===== src/rtl/alu_regfile_exec_pkg.sv =====
// Shared opcode, flag-index and FSM-state definitions for the ALU execution unit.
package alu_pkg;

  localparam logic [2:0] OP_ADD = 3'b000;
  localparam logic [2:0] OP_SUB = 3'b001;
  localparam logic [2:0] OP_AND = 3'b010;
  localparam logic [2:0] OP_OR  = 3'b011;
  localparam logic [2:0] OP_XOR = 3'b100;
  localparam logic [2:0] OP_SHL = 3'b101;
  localparam logic [2:0] OP_SHR = 3'b110;
  localparam logic [2:0] OP_CMP = 3'b111;

  localparam int FLAG_N = 3;
  localparam int FLAG_Z = 2;
  localparam int FLAG_C = 1;
  localparam int FLAG_V = 0;

  typedef logic [1:0] state_t;

  localparam state_t ST_IDLE  = 2'd0;
  localparam state_t ST_FETCH = 2'd1;
  localparam state_t ST_EXEC  = 2'd2;
  localparam state_t ST_WB    = 2'd3;

endpackage


===== src/rtl/alu_regfile_exec_alu_core.sv =====
// Combinational WIDTH-bit ALU: eight operations producing a result and {N,Z,C,V}.
module alu_core
  import alu_pkg::*;
#(
  parameter int WIDTH = 8
) (
  input  logic [WIDTH-1:0] i_a,
  input  logic [WIDTH-1:0] i_b,
  input  logic [2:0]       i_op,
  output logic [WIDTH-1:0] o_res,
  output logic [3:0]       o_nzcv
);

  logic             w_sub;
  logic [WIDTH-1:0] w_b_eff;
  logic [WIDTH:0]   w_sum;
  logic             w_c;
  logic             w_v;

  // Signed overflow of a + b_eff: operands agree in sign, result does not.
  function automatic logic add_ovf(input logic signed [WIDTH-1:0] a,
                                   input logic signed [WIDTH-1:0] b,
                                   input logic signed [WIDTH-1:0] r);
    return (a[WIDTH-1] == b[WIDTH-1]) && (r[WIDTH-1] != a[WIDTH-1]);
  endfunction

  always_comb begin
    w_sub   = (i_op == OP_SUB) || (i_op == OP_CMP);
    w_b_eff = w_sub ? ~i_b : i_b;
    w_sum   = {1'b0, i_a} + {1'b0, w_b_eff} + {{WIDTH{1'b0}}, w_sub};
    o_res   = '0;
    w_c     = 1'b0;
    w_v     = 1'b0;
    case (i_op)
      OP_ADD, OP_SUB, OP_CMP: begin
        o_res = w_sum[WIDTH-1:0];
        w_c   = w_sum[WIDTH];
        w_v   = add_ovf(i_a, w_b_eff, w_sum[WIDTH-1:0]);
      end
      OP_AND: o_res = i_a & i_b;
      OP_OR:  o_res = i_a | i_b;
      OP_XOR: o_res = i_a ^ i_b;
      OP_SHL: begin
        o_res = {i_a[WIDTH-2:0], 1'b0};
        w_c   = i_a[WIDTH-1];
      end
      default: begin
        o_res = {1'b0, i_a[WIDTH-1:1]};
        w_c   = i_a[0];
      end
    endcase
    o_nzcv         = '0;
    o_nzcv[FLAG_N] = o_res[WIDTH-1];
    o_nzcv[FLAG_Z] = (o_res == '0);
    o_nzcv[FLAG_C] = w_c;
    o_nzcv[FLAG_V] = w_v;
  end

endmodule


===== src/rtl/alu_regfile_exec.sv =====
// Register file plus IDLE/FETCH/EXEC/WB sequencer around alu_core.
// Host writes land every cycle; a writeback on the same edge overrides them.
module alu_regfile_exec
  import alu_pkg::*;
#(
  parameter int WIDTH = 8,
  parameter int NREGS = 4,
  localparam int AW = $clog2(NREGS)
) (
  input  logic             clk,
  input  logic             reset,
  input  logic             wr_en,
  input  logic [AW-1:0]    wr_addr,
  input  logic [WIDTH-1:0] wr_data,
  input  logic             start,
  input  logic [2:0]       op,
  input  logic [AW-1:0]    src_a,
  input  logic [AW-1:0]    src_b,
  input  logic [AW-1:0]    dst,
  output logic             busy,
  output logic             done,
  output logic [WIDTH-1:0] result,
  output logic [3:0]       flags,
  input  logic [AW-1:0]    rd_addr,
  output logic [WIDTH-1:0] rd_data
);

  logic [WIDTH-1:0] r_regs [NREGS];
  state_t           r_state;
  logic             r_done;

  logic [2:0]       r_op_p0;
  logic [AW-1:0]    r_src_a_p0;
  logic [AW-1:0]    r_src_b_p0;
  logic [AW-1:0]    r_dst_p0;

  logic [WIDTH-1:0] r_a_p1;
  logic [WIDTH-1:0] r_b_p1;

  logic [WIDTH-1:0] r_result_p2;
  logic [3:0]       r_flags_p2;

  logic [WIDTH-1:0] w_res;
  logic [3:0]       w_nzcv;
  logic             w_wb_en;

  alu_core #(.WIDTH(WIDTH)) u_alu (
    .i_a    (r_a_p1),
    .i_b    (r_b_p1),
    .i_op   (r_op_p0),
    .o_res  (w_res),
    .o_nzcv (w_nzcv)
  );

  // Sequencer and architectural outputs.
  always_ff @(posedge clk) begin
    if (reset) begin
      r_state     <= ST_IDLE;
      r_done      <= 1'b0;
      r_result_p2 <= '0;
      r_flags_p2  <= '0;
    end else begin
      r_done <= 1'b0;
      case (r_state)
        ST_IDLE:  if (start) r_state <= ST_FETCH;
        ST_FETCH: r_state <= ST_EXEC;
        ST_EXEC: begin
          r_result_p2 <= w_res;
          r_flags_p2  <= w_nzcv;
          r_state     <= ST_WB;
        end
        default: begin
          r_done  <= 1'b1;
          r_state <= ST_IDLE;
        end
      endcase
    end
  end

  // Stage p0: command capture in IDLE.
  always_ff @(posedge clk) begin
    if (r_state == ST_IDLE && start) begin
      r_op_p0    <= op;
      r_src_a_p0 <= src_a;
      r_src_b_p0 <= src_b;
      r_dst_p0   <= dst;
    end
  end

  // Stage p1: operand fetch; a host write on this same edge is not yet visible.
  always_ff @(posedge clk) begin
    if (r_state == ST_FETCH) begin
      r_a_p1 <= r_regs[r_src_a_p0];
      r_b_p1 <= r_regs[r_src_b_p0];
    end
  end

  assign w_wb_en = (r_state == ST_WB) && (r_op_p0 != OP_CMP);

  // Register file: the writeback is assigned last so it wins an address collision.
  always_ff @(posedge clk) begin
    if (reset) begin
      for (int i = 0; i < NREGS; i++) r_regs[i] <= '0;
    end else begin
      if (wr_en) r_regs[wr_addr] <= wr_data;
      if (w_wb_en) r_regs[r_dst_p0] <= r_result_p2;
    end
  end

  assign busy    = (r_state != ST_IDLE);
  assign done    = r_done;
  assign result  = r_result_p2;
  assign flags   = r_flags_p2;
  assign rd_data = r_regs[rd_addr];

endmodule

===== config.mk =====
export PLATFORM = sky130hd
export DESIGN_NAME = alu_regfile_exec
export DESIGN_NICKNAME = d
export VERILOG_FILES = /design/src/rtl/alu_regfile_exec_pkg.sv /design/src/rtl/alu_regfile_exec_alu_core.sv /design/src/rtl/alu_regfile_exec.sv
export SDC_FILE = /design/constraint.sdc
export NUM_CORES = 1
export LEC_CHECK = 0
export CORE_UTILIZATION = 40
export DETAILED_ROUTE_END_ITERATION = 8
export PLACE_DENSITY_LB_ADDON = 0.3
export SLEW_MARGIN = 30
export SYNTH_ARGS = -nofsm -noshare
export SYNTH_HDL_FRONTEND = slang
export SYNTH_SLANG_ARGS = --single-unit
export TNS_END_PERCENT = 1

===== constraint.sdc =====
create_clock -name clk -period 4.95 [get_ports clk]
set_clock_uncertainty 0.1 [all_clocks]
set_input_delay 0.99 -clock clk [delete_from_list [all_inputs] [get_ports clk]]
set_output_delay 0.99 -clock clk [all_outputs]
set_load 0.02 [all_outputs]

Word level (Yosys, flattened, before mapping)
Memories as Yosys holds them, arrays and structs flattened. A register that Yosys moved wholly into a read port is not among the register bits.
Cells that the tools add are included.

word-level totals
  memories = 1
  RAM bits = 32
  output and inout bits = 22
  flip-flop bits (word level) = 24
  logic and storage cells = 62
  input port bits = 25

memories
  name    words  width  read ports  clocked after Yosys merged registers in  wr ports  RTL line                RTL
  r_regs  4      8      3           2                                        4         alu_regfile_exec.sv:28  logic [WIDTH-1:0] r_regs [NREGS];

operators by class
  reductions and logical operators = 13
  multiplexer cells = 21
  bitwise operators = 4
  equality and inequality tests = 13
  $add $sub $neg = 2

operators by type and width
  kind                number
  $pmux 8 s5          1
  $mux 8              3
  $reduce_or 8->1     2
  $mux 1              12
  $add 8x8->9         1
  $add 9x1->9         1
  $eq 3x3->1 const B  3
  $reduce_or 3->1     3
  $and 8x8->8         1
  $logic_not 8->1     1
  $not 8->8           1
  $or 8x8->8          1
  $xor 8x8->8         1
  $eq 3x2->1 const B  2
  $mux 2              3
  $pmux 2 s3          1
  $eq 2x2->1 const B  2
  $eq 3x1->1 const B  1
  $logic_and 1x1->1   3
  $logic_not 3->1     1
  $ne 3x3->1 const B  1
  $pmux 1 s3          1
  $eq 2x1->1 const B  1
  $logic_not 2->1     1
  5 further kinds     5

Longest topological paths before layout
Gate-level depths: netlist of the first run.

  word-level depth = 8
  mapped depth = 12

By module
From an unflattened synthesis of the first run, not the netlist that was laid out.

second synthesis, totals
  cell total of the unflattened synthesis = 419
  area total of the unflattened synthesis = 4,729.5 um^2

by module, submodules not included
  module            cells each  instances  area each (um^2)
  alu_regfile_exec  247         1          3,529.6
  alu_core          172         1          1,199.9

Least setup slack after synthesis of the first run
No wires, ideal clock.

  path kind = reg-to-reg
  start point = register r_op_p0[0]
  end point = register r_flags_p2[2], in the netlist flags[2]
  arrival = 2.985 ns
  clock period less this slack = 3.201 ns
  library setup time = 0.115 ns
  required time = 4.735 ns
  cell stages (with the launch flop) = 12
  buffers on the path = 2
  path slack = 1.749 ns
  cell sequence = edfxtp_1 -> buf_2 -> buf_1 -> nand3_1 -> xnor2_1 -> fa_1 -> a21o_1 -> a221oi_1 -> xnor2_1 -> a21oi_1 -> and4bb_1 -> a31o_1

on the way
  word-level cells in the longest chain between the ends = 7
  elaborated cells between the ends (all ways) = 14
  those cells by class = add/sub: 2; eq/ne: 6; mux: 2; reduce/logical: 4

RTL lines
  item                                      RTL line                                                          RTL
  start: declaration                        alu_regfile_exec.sv:32                                            logic [2:0] r_op_p0;
  start signal: assignment                  alu_regfile_exec.sv:83                                            r_op_p0 <= op;
  $eq 3x1->1 or $eq 3x3->1 (tied branches)  alu_regfile_exec_alu_core.sv:28, alu_regfile_exec_alu_core.sv:34
  $logic_or 1x1->1                          alu_regfile_exec_alu_core.sv:28                                   w_sub = (i_op == OP_SUB) || (i_op == OP_CMP);
  $mux 8                                    alu_regfile_exec_alu_core.sv:29                                   w_b_eff = w_sub ? ~i_b : i_b;
  $add 8x8->9                               alu_regfile_exec_alu_core.sv:30                                   w_sum = {1'b0, i_a} + {1'b0, w_b_eff} + {{WIDTH{1'b0}}, w_sub};
  $add 9x1->9                               alu_regfile_exec_alu_core.sv:30
  $pmux 8 s5 (*)                            alu_regfile_exec_alu_core.sv:34                                   case (i_op)
  $logic_not 8->1 (*)                       alu_regfile_exec_alu_core.sv:54                                   o_nzcv[FLAG_Z] = (o_res == '0);
  end signal: assignment                    alu_regfile_exec.sv:69                                            r_flags_p2 <= w_nzcv;
  end: declaration                          alu_regfile_exec.sv:41                                            logic [3:0] r_flags_p2;

Mark *: on every way between the ends. The rest lies on a longest branch, timed or not.
A chain may end at the register's enable or synchronous reset.

Worst setup path in the final report of the first run
  start point = input rd_addr[0]
  end point = output rd_data[7]

on the way
  word-level cells in the longest chain between the ends = 1

RTL lines
  item                RTL line                RTL
  start: declaration  alu_regfile_exec.sv:24  input logic [AW-1:0] rd_addr,
  $mem_v2 4x8         --
  end: declaration    alu_regfile_exec.sv:25  output logic [WIDTH-1:0] rd_data

No other way between the ends.

==> run metrics, run 1 <==
DRC violation count after routing 0; slowest cell on the critical path sky130_fd_sc_hd__clkdlybuf4s50_1; share of total power in the clock network a little over a quarter; io pins 47; layout overhead on the synthesized area 20.01%; count of input and output buffers 46; initial antenna violation count 0; sum of internal, switching and leakage power around 2.8 mW; cell types occupying the most area after synthesis sky130_fd_sc_hd__edfxtp_1 (38%), sky130_fd_sc_hd__mux4_2 (12%), sky130_fd_sc_hd__ha_1 (7.7%); number of flip-flops and latches in the synthesized netlist a little over 70; required time of the critical path ~3.9 ns; worst reg2reg startpoint r_op_p0[1]$_DFFE_PP_; vias in the first global route between 3000 and 4000; Worst Tran Pin Value ~0.84 ns; register-to-register path setup slack 0.89 ns; Hold Vio Cnt, Final 0; Net Switching ~1.0 mW; worst hold endpoint flags[0]$_SDFFE_PP0P_; final clock period utilization by the worst path between 80% and 90%; final hold slack ~0.35 ns; setup fix buffers added after clock tree synthesis 0; core area between 10000 and 15000 um^2; average cell area after synthesis approximately 11 um^2; Setup crit start kind input port; net switching fraction of the power 36.48%; Die Ht ~110 um; maximum single-stage delay on the critical path ~0.86 ns; overall routed net length 10.67 mm; maximum buffer depth of the clock tree 2; arrival time of data at the critical path endpoint about 3 ns; DR WL/cell around 18 um; final period demand of the worst path around 4.1 ns; net count of the finished layout slightly above 500; RSZ-0062 raised after global routing false; fraction of synthesis flops using an asynchronous set or reset pin 0%; Root Driver sky130_fd_sc_hd__clkbuf_16; die outline area between 10000 and 15000 um^2; remaining antenna violation count 0; Int Power around 1.8 mW; WHS Path Cells 2; hold crit path type reg2reg; power density over the cells about 520 nW/um^2; # Max-Cap Violations 0; setup TNS 0 ns; highest clock frequency the design can meet roughly 0.24 GHz; Overall Global Routing Usage between 10% and 20%; most used standard cell by instance count after synthesis sky130_fd_sc_hd__nand2_1; number of enable-type register cells in the synthesized netlist 57; Distinct cells, synth 55; endpoint of the worst register-to-register path result[7]$_SDFFE_PP0P_; power share of the combinational group 38.7%; clock tree from TritonCTS built; CTS Sinks 71; count of TritonRoute iterations in the first routing pass 4; Yosys warning count 0; library cell occupying the most area in the post-synthesis netlist sky130_fd_sc_hd__edfxtp_1; register area share after synthesis between 40% and 50%; hpwl dp approximately 8.2 mm; Num CTS Buffers 9; standard-cell rows 38; power share of the sequential group between 30% and 40%; wire length of the first global-routing pass 17.44 mm; DR WL met2 5.346 mm; portion of synthesized cell area occupied by the leading cell type between 30% and 40%; type of the worst setup path in2out; largest vdd supply drop around 0.2 mV; Max FO, Critical Path 8; max-slew violations 0; overall overflow remaining after global route 0; Setup violations, final 0; Post-CTS Resized 0; detail-routed via count per cell 5.564; Met1 Wirelength between 4 and 5 mm; Top FF cell, synth sky130_fd_sc_hd__edfxtp_1; Top cell by count, worst path sky130_fd_sc_hd__clkdlybuf4s50_1; R2R cell count 10; clock edge transition at the registers on the reported setup and hold paths roughly 0.060 ns; routability cong. around 0.85; count of antenna diodes in the layout 0; worst hold path startpoint flags[0]$_SDFFE_PP0P_; worst skew pair latency between 0.3 and 0.4 ns; outcome finished, final reports clean; net count after synthesis ~480; CP Capture Type output pin; cell area after synthesis between 4000 and 5000 um^2; cells traversed along the worst timing path clkdlybuf4s50_1 -> mux4_2 -> clkdlybuf4s50_1; starting density of the core 41.40%; fraction of layout instances using a drive strength above 1 roughly 11%; largest net degree at the start of global routing 21; Rel. slew slack a little over two fifths; gate count of the mapped netlist roughly 420; number of hold-repair buffers added at the cts stage 0; leakage 2.027 nW; DR top layer met4; width of the chip ~110 um; total via count after detailed routing ~3400; H-tree lvl count 3; most common library cells after synthesis sky130_fd_sc_hd__nand2_1 (80), sky130_fd_sc_hd__edfxtp_1 (57), sky130_fd_sc_hd__o21ai_0 (40), sky130_fd_sc_hd__ha_1 (28); Detail Route met3 WL around 540 um; DRT iter0 DRCs about 280
## cell usage in the layout (no fill, tap or decap), types with 4 or more instances in the layout
master / n
sky130_fd_sc_hd__nor2b_1: 5
sky130_fd_sc_hd__edfxtp_1: 57
sky130_fd_sc_hd__nand3_1: 19
sky130_fd_sc_hd__a21oi_1: 9
sky130_fd_sc_hd__inv_1: 24
sky130_fd_sc_hd__nor2_1: 16
sky130_fd_sc_hd__or3_1: 6
sky130_fd_sc_hd__nand2_1: 80
sky130_fd_sc_hd__clkbuf_16: 9
sky130_fd_sc_hd__xnor2_1: 9
sky130_fd_sc_hd__o221ai_1: 5
sky130_fd_sc_hd__a211oi_1: 4
sky130_fd_sc_hd__o21ai_0: 40
sky130_fd_sc_hd__dfxtp_1: 14
sky130_fd_sc_hd__mux2i_1: 6
sky130_fd_sc_hd__mux4_2: 24
sky130_fd_sc_hd__clkdlybuf4s50_1: 46
sky130_fd_sc_hd__and3_1: 5
sky130_fd_sc_hd__ha_1: 28
sky130_fd_sc_hd__buf_4: 6
## worst max-delay path by stage
stage,from,endpoint,depth (start not counted)
5_1_grt,r_op_p0[1]$_DFFE_PP_,result[7]$_SDFFE_PP0P_,10
2_1_floorplan,r_op_p0[0]$_DFFE_PP_,flags[2]$_SDFFE_PP0P_,11
3_3_place_gp,rd_addr[0],rd_data[7],3
6_report,rd_addr[0],rd_data[7],3
3_5_place_dp,rd_addr[0],rd_data[7],3
4_1_cts,rd_addr[0],rd_data[7],3
## through the flow
| stage | setup slack (ns) | utilization (%) | std cells | instance area [um^2] |
|---|---|---|---|---|
| 2_1_floorplan | 1.749 | - | 422 | 4527 |
| 3_3_place_gp | 0.8338 | 46.60 | 592 | 5096 |
| 3_5_place_dp | 0.8423 | 46.60 | 592 | 5096 |
| 4_1_cts | 0.8310 | 49.68 | 608 | 5433 |
| 5_1_grt | 0.5768 | 49.68 | 608 | 5433 |
| 6_report | 0.8399 | 49.68 | 608 | 5433 |
## cells by family after synthesis
group | synth area share, %
compound gates | 12.94
xor+xnor | 1.935
fa+ha+maj | 8.181
buf+inv | 4.450
flops | 44.00
mux | 13.27
simple gates | 15.23
## registers in the layout, indices dropped and copies added (netlist names)
register / flops
r_regs: 32
r_a_p1: 8
r_b_p1: 8
result: 8
flags: 3
r_op_p0: 3
r_dst_p0: 2
r_src_a_p0: 2
r_src_b_p0: 2
r_state: 2
done: 1
## area by class of cell
| class | instances | area (um^2) |
|---|---|---|
| Fill cell | 994 | 5503 |
| Multi-Input combinational cell | 305 | 2333 |
| Sequential cell | 71 | 1992 |
| Timing Repair Buffer | 52 | 505.5 |
| Clock buffer | 9 | 225.2 |
| Tap cell | 140 | 175.2 |
| Clock inverter | 7 | 111.4 |
| Inverter | 24 | 90.09 |
## power groups by stage
stage               combinational (mW)  sequential, mW  clock, mW
floorplan                        0.836           0.923          0
global placement                  1.06           0.995          0
detailed placement                1.08            1.00          0
CTS                               1.09           0.992      0.741
global route                      1.22            1.02      0.764
finish                            1.09           0.992      0.731
## layer usage
metal  up-vias  GRT usage [%]
met1      1618          24.67
met2       101          33.48
met4         0          8.784
li1       1647              -
met5         -              0
met3        17          3.134
## worst max-delay path: cells and delay by family
kind,cells,cell delay (ns)
buf+inv,2,1.42
mux,1,0.60
Power figures use the tool's default switching activity.
==> inputs of run 2 (changes only) <==
==> constraint.sdc (replaced) <==
create_clock -name clk -period 3.9 [get_ports clk]
set_clock_uncertainty 0.1 [all_clocks]
set_input_delay 0.78 -clock clk [delete_from_list [all_inputs] [get_ports clk]]
set_output_delay 0.78 -clock clk [all_outputs]
set_load 0.02 [all_outputs]
==> run 2 against run 1 <==
Against the previous run:
- core utilization up 0.13 points
- die area unchanged
- clock-buffer cell count up 1
- wire length up 1.7%
- via count up 1.7%
- sequential power up 23%
- cell area up 0.25%
- worst hold slack worse by 0.0051 ns
- setup slack worse by 0.40 ns
- critical path type unchanged
==> run metrics, run 2 (same netlist as run 1, synthesis figures left out) <==
outcome finished, final reports clean; net count of the finished layout ~520; Top cell by count, worst path sky130_fd_sc_hd__clkdlybuf4s50_1; Root Driver sky130_fd_sc_hd__clkbuf_16; Cells after DPL about 600; hpwl dp 8.139 mm; share of total power in the clock network between 20% and 30%; Net Switching between 1 and 1.5 mW; setup fix buffers added after clock tree synthesis 0; Rel. slew slack between 50% and 60%; Top Usage Layer GRT met2; number of hold-repair buffers added at the cts stage 0; clock edge transition at the registers on the reported setup and hold paths roughly 0.060 ns; Die Ht ~110 um; Max FO, Critical Path 8; overall overflow remaining after global route 0; origin of the worst setup path rd_addr[0]; worst reg2reg startpoint r_op_p0[1]$_DFFE_PP_; count of TritonRoute iterations in the first routing pass 5; starting density of the core between 40% and 50%; Post-Place Worst Slack 0.4665 ns; wire length of the first global-routing pass approximately 17 mm; hold crit path type reg2reg; cell family with most CP delay buffers and inverters; Overall Global Routing Usage 19.64%; maximum buffer depth of the clock tree 2; # Max-Cap Violations 0; die outline area approximately 12000 um^2; clock tree from TritonCTS built; number of gates on the worst path with buffers counted 4; fraction of layout instances using a drive strength above 1 12.42%; routability cong. 0.8972; largest vdd supply drop 0.2458 mV; cells traversed along the worst timing path clkdlybuf4s50_1 -> buf_4 -> mux4_2 -> clkdlybuf4s50_1; CTS Sinks 71; count of input and output buffers 46; width of the chip approximately 110 um; Worst Tran Pin Value about 0.74 ns; DR WL/cell ~18 um; Post-CTS Resized 0; arrival time of data at the critical path endpoint about 2.6 ns; layout overhead on the synthesized area 20.32%; finished layout cell area around 5400 um^2; instance area at placement approximately 5100 um^2; DRC violation count after routing 0; net switching fraction of the power between 30% and 40%; final period demand of the worst path 3.456 ns; power share of the sequential group a little over a third; endpoint of the worst register-to-register path flags[2]$_SDFFE_PP0P_; Worst Path Buf+Inv 3; R2R cell count 12; total via count after detailed routing between 3000 and 4000; final clock period utilization by the worst path a little under 90%; DRT iter0 DRCs roughly 160; Hold Vio Cnt, Final 0; Cell Count, Final, Fillers Out around 620; Worst Setup EP rd_data[7]; initial antenna violation count 0; worst skew pair latency roughly 0.33 ns; standard-cell rows 38; slowest cell on the critical path sky130_fd_sc_hd__mux4_2; register-to-register path setup slack between 0.7 and 0.8 ns; max-slew violations 0; detail-routed via count per cell roughly 5.6; met2 Usage GRT a little over a third; power share of the combinational group approximately two fifths; leakage ~2 nW; largest net degree at the start of global routing 21; H-tree lvl count 3; commonest non-fill, non-tap cell in the layout sky130_fd_sc_hd__nand2_1; Int Power 2.163 mW; sum of internal, switching and leakage power between 3 and 4 mW; count of antenna diodes in the layout 0; global routing usage on met3 under 10%; max FFs per register 32; io pins 47; register bank with the most flops r_regs; maximum single-stage delay on the critical path between 0.5 and 0.6 ns; vias in the first global route approximately 3300; highest clock frequency the design can meet around 0.29 GHz; Setup crit start kind input port; overall routed net length between 10 and 15 mm; core area about 11000 um^2; Num CTS Buffers 9; setup TNS 0 ns; slack of the critical path between 0.4 and 0.5 ns; most used cells in the layout excluding fill and tap cells sky130_fd_sc_hd__nand2_1 (80), sky130_fd_sc_hd__edfxtp_1 (57), sky130_fd_sc_hd__clkdlybuf4s50_1 (46), sky130_fd_sc_hd__o21ai_0 (40), sky130_fd_sc_hd__ha_1 (28); CP Capture Type output pin; type of the worst setup path in2out; remaining antenna violation count 0; power density over the cells between 600 and 700 nW/um^2; required time of the critical path between 3 and 4 ns; RSZ-0062 raised after global routing false; Setup violations, final 0; met1 demand-to-capacity share in global routing between 20% and 30%
run 2: per-stage QoR:
step	utilization, %	hold WS (ns)
floorplan	-	0.4289
detailed placement	47.08	0.3452
global placement	47.08	0.3428
finish	49.81	0.3470
global route	49.81	0.3655
CTS	49.81	0.3531
run 2: layout make-up:
cell class / count / area (um^2)
fillers: 990 / 5489
multi-input cells: 305 / 2333
flip-flops and latches: 71 / 1992
repair buffers: 59 / 558.0
clock buffers: 10 / 229.0
well taps: 140 / 175.2
inverters: 24 / 90.09
clock inverters: 6 / 68.82
run 2: how the worst min path moves through the flow:
stage	start	endpoint	slack, ns	cells after the start
floorplan	flags[0]$_SDFFE_PP0P_	flags[0]$_SDFFE_PP0P_	0.43	2
global placement	flags[0]$_SDFFE_PP0P_	flags[0]$_SDFFE_PP0P_	0.34	2
detailed placement	flags[0]$_SDFFE_PP0P_	flags[0]$_SDFFE_PP0P_	0.35	2
CTS	flags[0]$_SDFFE_PP0P_	flags[0]$_SDFFE_PP0P_	0.35	2
global route	flags[0]$_SDFFE_PP0P_	flags[0]$_SDFFE_PP0P_	0.37	2
finish	flags[0]$_SDFFE_PP0P_	flags[0]$_SDFFE_PP0P_	0.35	2
run 2: worst register-to-register path, cell delays in order (launching register included):
cell                       delay (ns)
sky130_fd_sc_hd__edfxtp_1        0.43
sky130_fd_sc_hd__buf_4           0.22
sky130_fd_sc_hd__nand2b_1        0.17
sky130_fd_sc_hd__nand3_1         0.17
sky130_fd_sc_hd__buf_4           0.20
sky130_fd_sc_hd__o21ai_0         0.11
sky130_fd_sc_hd__fa_1            0.42
sky130_fd_sc_hd__a21o_1          0.20
sky130_fd_sc_hd__a221oi_1        0.35
sky130_fd_sc_hd__xnor2_1         0.17
sky130_fd_sc_hd__a21oi_1         0.10
sky130_fd_sc_hd__and4bb_1        0.24
sky130_fd_sc_hd__a31o_1          0.19
run 2: routing by layer:
metal | share of wire, % | vias up
li1 | - | 1657
met3 | 5.4 | 17
met1 | 41 | 1648
met2 | 51 | 119
met4 | 2.4 | 0
met5 | 0 | -
run 2: power by group through the flow:
stage | Clock [mW] | Sequential, mW | Combinational, mW
final | 0.820 | 1.22 | 1.44
after global placement | 0 | 1.23 | 1.38
after CTS | 0.830 | 1.22 | 1.44
after detailed placement | 0 | 1.24 | 1.42
after global routing | 0.861 | 1.25 | 1.60
after floorplan | 0 | 1.17 | 1.06
==> inputs of run 3 (changes only) <==
--- a/config.mk
+++ b/config.mk
@@ -5,6 +5,7 @@
 export SDC_FILE = /design/constraint.sdc
 export NUM_CORES = 1
 export LEC_CHECK = 0
+export CORE_MARGIN = 4
 export CORE_UTILIZATION = 40
 export DETAILED_ROUTE_END_ITERATION = 8
 export PLACE_DENSITY_LB_ADDON = 0.3
==> run 3 against run 2 <==
Against the previous run:
- die area up 11%
- critical path type unchanged
- wire length fell by 1.3%
- flip-flop and latch count unchanged
==> run metrics, run 3 (same netlist as run 1, synthesis figures left out) <==
Root Driver sky130_fd_sc_hd__clkbuf_16; Int Power 2.343 mW; commonest non-fill, non-tap cell in the layout sky130_fd_sc_hd__nand2_1; Setup violations, final 0; detail-routed via count per cell about 5.5; largest net degree at the start of global routing 21; die outline area roughly 13000 um^2; R2R cell count 11; standard-cell rows 38; net switching fraction of the power around 36%; Worst Tran Pin Value around 0.7 ns; Cells after DPL about 600; fraction of layout instances using a drive strength above 1 12.03%; layout overhead on the synthesized area 21.53%; Cell Count, Final, Fillers Out about 600; DR WL met2 between 5 and 6 mm; maximum buffer depth of the clock tree 2; outcome finished, final reports clean; hold crit path type reg2reg; highest clock frequency the design can meet 0.2905 GHz; DRC violation count after routing 0; register bank with the most flops r_regs; clock tree from TritonCTS built; setup fix buffers added after clock tree synthesis 0; routability cong. approximately 0.9; total via count after detailed routing between 3000 and 4000; net count of the finished layout around 520; final clock period utilization by the worst path 88.26%; Rel. slew slack a little over half; DRT iter0 DRCs between 100 and 150; wire length of the first global-routing pass 17.68 mm; largest vdd supply drop approximately 0.26 mV; starting density of the core between 40% and 50%; Detail Route met3 WL 327 um; io pins 47; count of TritonRoute iterations in the first routing pass 4; setup TNS 0 ns; width of the chip roughly 110 um; arrival time of data at the critical path endpoint around 2.6 ns; share of total power in the clock network a little over a quarter; required time of the critical path between 3 and 4 ns; Max FO, Critical Path 8; RSZ-0062 raised after global routing false; Num CTS Buffers 9; vias in the first global route ~3500; overall overflow remaining after global route 0; DR WL/cell approximately 17 um; leakage 2.064 nW; count of antenna diodes in the layout 0; DR top layer met4; H-tree lvl count 3; worst skew pair latency about 0.33 ns; sum of internal, switching and leakage power around 3.7 mW; clock edge transition at the registers on the reported setup and hold paths about 0.060 ns; power density over the cells approximately 660 nW/um^2; final period demand of the worst path roughly 3.4 ns; Die Ht ~110 um; count of input and output buffers 46; Hold Vio Cnt, Final 0; CP Capture Type output pin; WHS Path Cells 2; Post-CTS Resized 0; Net Switching 1.307 mW; Met1 Wirelength between 4 and 5 mm; remaining antenna violation count 0; core area about 11000 um^2; type of the worst setup path in2out; hpwl dp about 8.4 mm; power share of the sequential group approximately a third; max FFs per register 32; max-slew violations 0; Overall Global Routing Usage ~17%; overall routed net length roughly 11 mm; power share of the combinational group between 30% and 40%; Setup crit start kind input port; number of hold-repair buffers added at the cts stage 0; CTS Sinks between 70 and 80; # Max-Cap Violations 0; most used cells in the layout excluding fill and tap cells sky130_fd_sc_hd__nand2_1 (80), sky130_fd_sc_hd__edfxtp_1 (57), sky130_fd_sc_hd__clkdlybuf4s50_1 (46), sky130_fd_sc_hd__o21ai_0 (40), sky130_fd_sc_hd__ha_1 (28); initial antenna violation count 0
==> run 3: cell count changes in the layout (fill, tap and decap cells not counted), sizes merged <==
cell    change
bufinv      +3
clkinv      -1
inv         -1
clkbuf      -1
buf         -1
==> run 3: per-layer routing <==
metal | global-route usage (%) | up-vias
li1 | - | 1659
met1 | 21.75 | 1635
met2 | 29.53 | 75
met3 | 3.488 | 25
met4 | 7.363 | 0
met5 | 0 | -
==> run 3: worst max-delay path, cell delays in order <==
cell,delay [ns]
sky130_fd_sc_hd__clkdlybuf4s50_1,0.46
sky130_fd_sc_hd__buf_4,0.21
sky130_fd_sc_hd__mux4_2,0.55
sky130_fd_sc_hd__clkdlybuf4s50_1,0.56
==> run 3: worst paths after layout <==
kind	start	slack, ns	end
min reg2reg	flags[0]$_SDFFE_PP0P_	0.35	flags[0]$_SDFFE_PP0P_
max reg2reg	r_op_p0[1]$_DFFE_PP_	0.54	result[7]$_SDFFE_PP0P_
min	flags[0]$_SDFFE_PP0P_	0.35	flags[0]$_SDFFE_PP0P_
max	rd_addr[0]	0.46	rd_data[7]
==> run 3: area by class of cell <==
class	count	area, um^2
clock inverter	7	135.1
fill	996	5434
multi-input combinational	305	2333
inverter	24	90.09
clock buffer	9	225.2
timing repair buffer	58	550.5
sequential	71	1992
tap	140	175.2
==> run 3: power by group through the flow <==
| stage | clock [mW] | sequential, mW | combinational [mW] |
|---|---|---|---|
| finish | 0.991 | 1.24 | 1.42 |
| CTS | 1.01 | 1.24 | 1.42 |
| global route | 1.04 | 1.26 | 1.59 |
| global placement | 0 | 1.25 | 1.38 |
| floorplan | 0 | 1.17 | 1.06 |
| detailed placement | 0 | 1.25 | 1.41 |
==> run 3: stage by stage <==
stage	hold WS (ns)	setup slack (ns)	util (%)	cell area, um^2
detailed placement	0.3452	0.4600	47.01	5141
global route	0.3944	0.2998	50.31	5502
CTS	0.3533	0.4475	50.31	5502
floorplan	0.4289	0.6990	-	4527
finish	0.3480	0.4580	50.31	5502
global placement	0.3435	0.4596	47.01	5141
